===== src/rtl/par2ser_bitstream.sv =====
// Parallel-to-serial converter: WIDTH-bit words in over valid/ready, one bit per cycle out.
// Latency: a word accepted at edge N presents its first bit in cycle N+1; back-to-back words stream with no bubble.
// Backpressure: one-word holding buffer; in_ready drops while it is full; stall freezes the serial output.
module par2ser_bitstream #(
    parameter int WIDTH     = 8,
    parameter bit MSB_FIRST = 1'b1,
    parameter int GAP       = 0
) (
    input  logic             clk,
    input  logic             reset,
    input  logic [WIDTH-1:0] in_data,
    input  logic             in_valid,
    output logic             in_ready,
    input  logic             stall,
    output logic             ser_bit,
    output logic             ser_valid,
    output logic             ser_sof,
    output logic             ser_eof,
    output logic             busy,
    output logic [15:0]      word_count
);

    typedef enum logic [1:0] {
        S_IDLE  = 2'd0,
        S_SHIFT = 2'd1,
        S_GAP   = 2'd2
    } state_t;

    localparam logic [4:0] LAST     = 5'(WIDTH - 1);
    localparam logic [3:0] GAP_INIT = 4'((GAP > 0) ? (GAP - 1) : 0);

    state_t             state_q, state_d;
    logic [WIDTH-1:0]   shreg_q, shreg_d;
    logic [4:0]         bcnt_q, bcnt_d;
    logic [3:0]         gcnt_q, gcnt_d;
    logic [WIDTH-1:0]   hold_q, hold_d;
    logic               hold_full_q, hold_full_d;
    logic [15:0]        wcnt_q, wcnt_d;
    logic               accept;
    logic               load_hold;
    logic               load_in;

    assign in_ready   = !reset && !hold_full_q;
    assign accept     = in_valid && in_ready;

    assign ser_valid  = (state_q == S_SHIFT);
    assign ser_bit    = MSB_FIRST ? shreg_q[WIDTH-1] : shreg_q[0];
    assign ser_sof    = (state_q == S_SHIFT) && (bcnt_q == 5'd0);
    assign ser_eof    = (state_q == S_SHIFT) && (bcnt_q == LAST);
    assign busy       = (state_q != S_IDLE) || hold_full_q;
    assign word_count = wcnt_q;

    // Next-state: shifting, hold-buffer fill/drain, gap timing and word loading.
    always_comb begin
        state_d     = state_q;
        shreg_d     = shreg_q;
        bcnt_d      = bcnt_q;
        gcnt_d      = gcnt_q;
        hold_d      = hold_q;
        hold_full_d = hold_full_q;
        wcnt_d      = wcnt_q;
        load_hold   = 1'b0;
        load_in     = 1'b0;

        case (state_q)
            S_IDLE: begin
                // Idle words skip the hold buffer so the first bit appears next cycle.
                if (accept) begin
                    load_in = 1'b1;
                end
            end
            S_SHIFT: begin
                if (accept) begin
                    hold_d      = in_data;
                    hold_full_d = 1'b1;
                end
                if (!stall) begin
                    if (bcnt_q != LAST) begin
                        shreg_d = MSB_FIRST ? (shreg_q << 1) : (shreg_q >> 1);
                        bcnt_d  = bcnt_q + 5'd1;
                    end else begin
                        wcnt_d = wcnt_q + 16'd1;
                        if (GAP > 0) begin
                            state_d = S_GAP;
                            gcnt_d  = GAP_INIT;
                        end else if (hold_full_q) begin
                            load_hold = 1'b1;
                        end else if (accept) begin
                            // Word arriving on the last bit goes straight in: no bubble.
                            load_in     = 1'b1;
                            hold_full_d = 1'b0;
                        end else begin
                            state_d = S_IDLE;
                        end
                    end
                end
            end
            S_GAP: begin
                if (accept) begin
                    hold_d      = in_data;
                    hold_full_d = 1'b1;
                end
                if (gcnt_q != 4'd0) begin
                    gcnt_d = gcnt_q - 4'd1;
                end else if (hold_full_q) begin
                    load_hold = 1'b1;
                end else if (accept) begin
                    load_in     = 1'b1;
                    hold_full_d = 1'b0;
                end else begin
                    state_d = S_IDLE;
                end
            end
            default: begin
                state_d = S_IDLE;
            end
        endcase

        // Hold only loads when full, and in_ready is low then, so no accept collides with it.
        if (load_hold) begin
            shreg_d     = hold_q;
            bcnt_d      = 5'd0;
            state_d     = S_SHIFT;
            hold_full_d = 1'b0;
        end
        if (load_in) begin
            shreg_d = in_data;
            bcnt_d  = 5'd0;
            state_d = S_SHIFT;
        end
    end

    // State register; reset discards any partial and held word.
    always_ff @(posedge clk) begin
        if (reset) begin
            state_q     <= S_IDLE;
            shreg_q     <= '0;
            bcnt_q      <= '0;
            gcnt_q      <= '0;
            hold_q      <= '0;
            hold_full_q <= 1'b0;
            wcnt_q      <= '0;
        end else begin
            state_q     <= state_d;
            shreg_q     <= shreg_d;
            bcnt_q      <= bcnt_d;
            gcnt_q      <= gcnt_d;
            hold_q      <= hold_d;
            hold_full_q <= hold_full_d;
            wcnt_q      <= wcnt_d;
        end
    end

endmodule


===== config.mk =====
export PLATFORM = sky130hd
export DESIGN_NAME = par2ser_bitstream
export DESIGN_NICKNAME = d
export VERILOG_FILES = /design/src/rtl/par2ser_bitstream.sv
export SDC_FILE = /design/constraint.sdc
export NUM_CORES = 1
export LEC_CHECK = 0
export BUFFER_PORTS_ARGS = -buffer_cell sky130_fd_sc_hd__buf_4
export CORE_ASPECT_RATIO = 0.9
export CORE_MARGIN = 8
export CORE_UTILIZATION = 25
export CTS_CLUSTER_DIAMETER = 100
export DETAILED_ROUTE_END_ITERATION = 12
export GPL_TIMING_DRIVEN = 0
export PLACE_DENSITY = 0.41
export SKIP_LAST_GASP = 1
export SLEW_MARGIN = 20
export SYNTH_ARGS = -nofsm -noshare
export SYNTH_HDL_FRONTEND = slang
export SYNTH_SLANG_ARGS = --single-unit

===== constraint.sdc =====
create_clock -name clk -period 2.11 [get_ports clk]
set_clock_uncertainty 0.2 [all_clocks]
set_input_delay 0.422 -clock clk [delete_from_list [all_inputs] [get_ports clk]]
set_output_delay 0.422 -clock clk [all_outputs]
set_load 0.01 [all_outputs]

## Word-level counts from Yosys, hierarchy flattened

Cells that the tools add are included.
W data, S select, Z words.

- Register bits after elaboration: 44
- Latch bits: 0
- RAM bits: 0
- Bits in read-only memories: 0
- Input bits: 12
- Memories: 0

- $add $sub $neg: 3
- Multipliers: 0
- Divide/modulo/power cells: 0
- $lt $le $gt $ge: 0
- Eq/ne operators: 12
- Shift-type cells: 0
- Multiplexer cells: 31
- Bitwise gates (word level): 3
- Reductions and logical operators: 24

Operator list:

| kind | count |
|---|---|
| $mux W8 | 5 |
| $mux W1 | 17 |
| $add A16 B1 Y16 const B | 1 |
| $mux W2 | 5 |
| $reduce_and A3 Y1 | 3 |
| $ne A4 B4 Y1 const B | 2 |
| $reduce_and A4 Y1 | 2 |
| $ne A2 B2 Y1 const B | 3 |
| $pmux W2 S3 | 1 |
| $reduce_bool A3 Y1 | 2 |
| $add A5 B1 Y5 const B | 1 |
| $eq A5 B3 Y1 const B | 1 |
| $logic_not A5 Y1 | 1 |
| $ne A5 B3 Y1 const B | 1 |
| $logic_and A1 B1 Y1 | 4 |
| $ne A4 B2 Y1 const B | 1 |
| $pmux W1 S2 | 2 |
| $reduce_and A2 Y1 | 2 |
| $reduce_bool A2 Y1 | 2 |
| $reduce_bool A4 Y1 | 1 |
| $reduce_or A2 Y1 | 2 |
| $sub A4 B1 Y4 const B | 1 |
| $ne A3 B1 Y1 const B | 1 |
| $ne A3 B3 Y1 const B | 1 |
| other kinds (8) | 11 |

## Logic depth before layout (Yosys ltp)

- Depth after elaboration: 10
- Gate-level depth with buffers: 7

## Least setup slack after synthesis

OpenSTA, ideal clock, no wires.

- Path type: register -> register
- Start: register bcnt_q[0]
- End: register wcnt_q[15] (netlist: word_count[15])
- Setup time: 0.123 ns
- Arrival: 1.733 ns
- Setup slack: 0.054 ns
- Cell stages (with the launch flop): 7
- Path buffers: 1
- Cells stage by stage: dfxtp_1 -> ha_1 -> nand4bb_1 -> buf_2 -> nor4_4 -> nor3b_2 -> mux2_1

- Cells in the longest elaborated chain, start to end: 3

Ends and longest elaborated chain:

| element | RTL line | text |
|---|---|---|
| start: declaration | 34 | `logic [4:0] bcnt_q, bcnt_d;` |
| start signal: assignment | 146 | `bcnt_q <= bcnt_d;` |
| $ne A5 B3 Y1 | 78 | `if (bcnt_q != LAST) begin` |
| $not A1 Y1 (no source line) | - |  |
| $reduce_and A3 Y1 (no source line) | - |  |
| end signal: assignment | 150 | `wcnt_q <= wcnt_d;` |
| end: declaration | 38 | `logic [15:0] wcnt_q, wcnt_d;` |

No other way between the ends.
A chain may end at the register's enable or synchronous reset.

## Final worst setup path

- Start: register bcnt_q[0]
- End: output port ser_eof

- Cells in the longest elaborated chain, start to end: 2

Ends and longest elaborated chain:

| element | RTL line | text |
|---|---|---|
| $eq A5 B3 Y1 | 49 | `assign ser_eof = (state_q == S_SHIFT) && (bcnt_q == LAST);` |
| $logic_and A1 B1 Y1 | 49 |  |
| end: declaration | 18 | `output logic ser_eof,` |

No other way between the ends.

==> impl_table.tex <==
\begin{tabular}{lr}
\hline
Metric & Value \\
\hline
\multicolumn{2}{l}{\textbf{Finish}} \\
\quad Relative area change from synthesis to final layout & 30.5\% \\
\quad Final Cell Area & 2510 sq um \\
\quad Layout Nets & 291 \\
\quad Number of filler cells placed in the layout & 836 \\
\quad Multi-input gate area in the final layout & 1100 sq um \\
\quad Sequential cell area in the final layout & 788 sq um \\
\quad Antenna fix cells & 0 \\
\quad Layout cell share with drive strength beyond 1 & 26.4\% \\
\quad Most common cell after layout, fill and taps aside & sky130\_fd\_sc\_hd\_\_buf\_4 \\
\quad Most frequent cells in the layout & 40 x sky130\_fd\_sc\_hd\_\_buf\_4, 35 x sky130\_fd\_sc\_hd\_\_dfxtp\_1, 27 x sky130\_fd\_sc\_hd\_\_nand2\_1 \\
\multicolumn{2}{l}{\textbf{Logic synthesis}} \\
\quad Combinational family with the most area after synthesis & simple AND/OR/NAND/NOR gates \\
\quad Ys flop type & sky130\_fd\_sc\_hd\_\_dfxtp\_1 \\
\quad Number of synthesized flops with an enable pin & 0 \\
\quad FF+latch count, synth & 39 \\
\quad Post-synthesis compound-gate area fraction & 17.2\% \\
\quad Mux share of post-synthesis cell area & 1.75\% \\
\quad Proportion of register bits with asynchronous set or reset after synthesis & 0\% \\
\quad Parity-gate share of the synthesized area counting xor and xnor cells & 5.46\% \\
\quad Simple logic cell fraction of the synthesized area & 28.2\% \\
\quad Number of warnings printed during yosys synthesis & 0 \\
\quad Synth unique cells & 46 \\
\quad Post-Synthesis Mean Instance Area & 8.34 sq um \\
\quad Synthesized instance count & 231 \\
\quad Post-Synthesis Cell Area & 1930 sq um \\
\quad Proportion of synthesized chip area in sequential cells & 40.5\% \\
\quad Adder-Cell Fraction of Synth Area & 1.95\% \\
\quad Mapped Nets & 246 \\
\multicolumn{2}{l}{\textbf{Critical path}} \\
\quad Cell family with most CP delay & buffers and inverters \\
\quad CP dominant cell by count & sky130\_fd\_sc\_hd\_\_buf\_4 \\
\quad Data arrival time of the critical path & 1510 ps \\
\quad Buffer and inverter count on the worst path & 3 \\
\quad Req. time, crit path & 1490 ps \\
\quad Maximum fanout along the worst path & 5 \\
\quad Number of cells on the worst reg-to-reg path & 6 \\
\quad Number of logic stages on the critical path including buffering & 6 \\
\quad Cell chain of the critical path & ha\_4 > nor4bb\_4 > buf\_4 > buf\_8 > and2\_1 > buf\_4 \\
\quad Slowest stage delay, CP & 360 ps \\
\quad Slowest stage cell on the critical path & sky130\_fd\_sc\_hd\_\_dfxtp\_4 \\
\quad Kind of critical path & reg -> out \\
\quad Endpoint type of the worst setup path & output port \\
\quad Kind of start point of the critical path & register \\
\multicolumn{2}{l}{\textbf{Timing}} \\
\quad Maximum clock frequency & 470 MHz \\
\quad Setup Viol. Count Final & 1 \\
\quad Min Clock Period, post-route & 2130 ps \\
\quad Hold Violations, Final & 0 \\
\quad Final number of max-transition violations & 0 \\
\quad Setup repair after global routing missed its margin & yes \\
\quad Relative max-transition margin & 55.6\% \\
\quad Measured slew at the worst slew-check pin & 657 ps \\
\quad Share of the clock period used by the worst path & 101\% \\
\quad Minimum setup slack in the final design & -17.4 ps \\
\quad Post-route setup TNS & -17.4 ps \\
\multicolumn{2}{l}{\textbf{Global route}} \\
\quad Grt ovf & 0 \\
\quad Via count of the first global-routing pass & 1865 \\
\quad Number of antenna violations at the first check in global routing & 0 \\
\quad Total GRT Usage & 11.0\% \\
\quad Pin count of the biggest net entering global routing & 18 \\
\quad Wire length of the first global-routing pass & 9520 um \\
\multicolumn{2}{l}{\textbf{Drt}} \\
\quad First-pass iteration count of the detailed router & 4 \\
\quad Mean number of vias per cell & 4.80 \\
\quad Vias after detailed routing & 1791 \\
\quad Routed len/inst & 14.9 um \\
\quad \# DRC & 0 \\
\quad Initial drt markers & 80 \\
\quad DRT Wirelength & 5570 um \\
\quad Remaining antenna violation count & 0 \\
\multicolumn{2}{l}{\textbf{Floorplanning}} \\
\quad Die Height & 99.3 um \\
\quad Floorplan die area & 10800 sq um \\
\quad Floorplan core area & 7510 sq um \\
\quad Standard-cell row count & 30 \\
\quad Initial core utilization & 25.7\% \\
\quad Die X-Extent & 109 um \\
\quad Number of primary I/O pins & 34 \\
\multicolumn{2}{l}{\textbf{Power}} \\
\quad Cell leakage power & 0.947 nW \\
\quad Cell area power density & 590 nW/um\^{}2 \\
\quad Clk pwr share & 37.7\% \\
\quad Net switching component of the power & 0.363 mW \\
\quad Worst IR Drop VDD & 0.232 mV \\
\quad Cell internal pwr & 1.12 mW \\
\quad Switching Share & 24.5\% \\
\quad Comb pwr share & 10.8\% \\
\quad Power share of the sequential group & 51.5\% \\
\multicolumn{2}{l}{\textbf{Status}} \\
\quad Outcome & finished with violations \\
\quad Violated checks & setup timing \\
\multicolumn{2}{l}{\textbf{CTS}} \\
\quad Reg clk slew, reported paths & 80 ps \\
\quad CTS sink cnt & 39 \\
\quad Clock H-tree levels & 2 \\
\quad Hold-fix buffer count after cts & 0 \\
\quad Clock tree from TritonCTS & built \\
\quad Bufs on Longest Clock Path & 2 \\
\quad Clock latency on the worst-skew pair & 280 ps \\
\quad Number of clock buffers inserted by TritonCTS & 5 \\
\quad Root Buffer Master & sky130\_fd\_sc\_hd\_\_clkbuf\_8 \\
\multicolumn{2}{l}{\textbf{Place}} \\
\quad Area after detailed placement & 2290 sq um \\
\quad Placed wire-length estimate after detailed placement & 4010 um \\
\quad Number of port buffers & 33 \\
\quad GPL Wtd Cong & 0.723 \\
\multicolumn{2}{l}{\textbf{Worst hold path}} \\
\quad Type of the most critical hold path & in -> reg \\
\quad Number of cells on the worst hold path & 3 \\
\multicolumn{2}{l}{\textbf{Job}} \\
\quad Reported max-cap violation count & 0 \\
\hline
\end{tabular}
synth_stat cells, drive strengths merged (2+ instances only):
library cell / count / area share [%]
nor3: 3 / 0.78
ha: 3 / 1.9
a21oi: 20 / 5.2
o211ai: 2 / 0.78
and2: 2 / 0.65
nor3b: 2 / 1.0
inv: 6 / 1.2
and4: 3 / 1.4
o21ai: 8 / 2.1
dfxtp: 39 / 41
or3: 4 / 1.3
buf: 11 / 2.7
nor2: 24 / 4.7
and3: 2 / 0.65
nand3: 11 / 2.9
mux2: 3 / 1.8
a21o: 5 / 1.9
a2111oi: 2 / 0.91
xnor2: 6 / 2.7
nor4: 3 / 1.8
a211oi: 2 / 0.78
a311oi: 2 / 0.91
xor2: 6 / 2.7
nor4b: 2 / 1.7
nand2b: 2 / 0.65
a22oi: 3 / 1.2
clkbuf: 5 / 0.97
nand4: 6 / 1.9
nor2b: 5 / 1.6
nand2: 27 / 5.3
o32ai: 2 / 0.91
tightest hold or removal path, cell delays in order:
cell and delay [ps]:
sky130_fd_sc_hd__buf_4 110, sky130_fd_sc_hd__nand2_1 50, sky130_fd_sc_hd__a21oi_1 50
path summary, 6_finish.rpt:
kind	start	to	slack (ps)
setup / recovery	bcnt_q[0]	ser_eof	-20
hold / removal	in_data[3]	hold_q[3]	190
setup reg to reg	bcnt_q[0]	word_count[15]	80
hold reg to reg	hold_q[6]	hold_q[6]	260
kinds of logic (layout without fill, tap and decap cells):
group	Yosys count	after routing
AOI/OAI and AO/OA	52	52
buffers and inverters	22	68
xor gates and xnor gates	12	12
muxes	3	3
DFF	39	39
adders and majority gates	3	3
and+or+nand+nor	100	100
power groups by stage:
stage	Combinational (mW)	Clock (mW)	Sequential (mW)
after floorplan	0.0920	0	0.779
after detailed placement	0.157	0	0.781
final	0.160	0.560	0.764
after CTS	0.160	0.584	0.763
after global placement	0.156	0	0.781
after global routing	0.179	0.616	0.766
cell type report:
type / instances / share of cell area [%]
Buffer: 15 / 3.64
Clock buffer: 8 / 3.98
Inverter: 6 / 0.896
Multi-Input combinational cell: 170 / 43.7
Sequential cell: 39 / 31.4
Tap cell: 96 / 4.78
Timing Repair Buffer: 39 / 11.7
timing repair:
action,4_1_cts,5_1_grt
pin swaps,2,1
buffers inserted,4,2
gates resized for setup,13,10
endpoints found under the setup margin,22,10
cloned,0,0
registers in the layout, summed over array words and instances, names as in the netlist:
name,flops
bcnt_q,5
hold_full_q,1
hold_q,8
shreg_q,8
state_q,1
word_count,16
routing by layer:
layer	GRT usage, %	wire, um
met5	0	0
met4	2.63	30
met1	13.6	2640
met2	18.7	2700
met3	2.71	200
stage by stage:
step	total power, mW	instances	setup WS [ps]	hold WS, ps	util [%]
CTS	1.51	371	-44.1	181	32.8
global placement	0.937	360	-274	240	30.6
floorplan	0.871	231	53.6	232	-
detailed placement	0.938	360	-266	247	30.6
finish	1.48	373	-17.4	189	33.5
global route	1.56	373	-82.7	190	33.5
(Power assumes the default switching activity.)
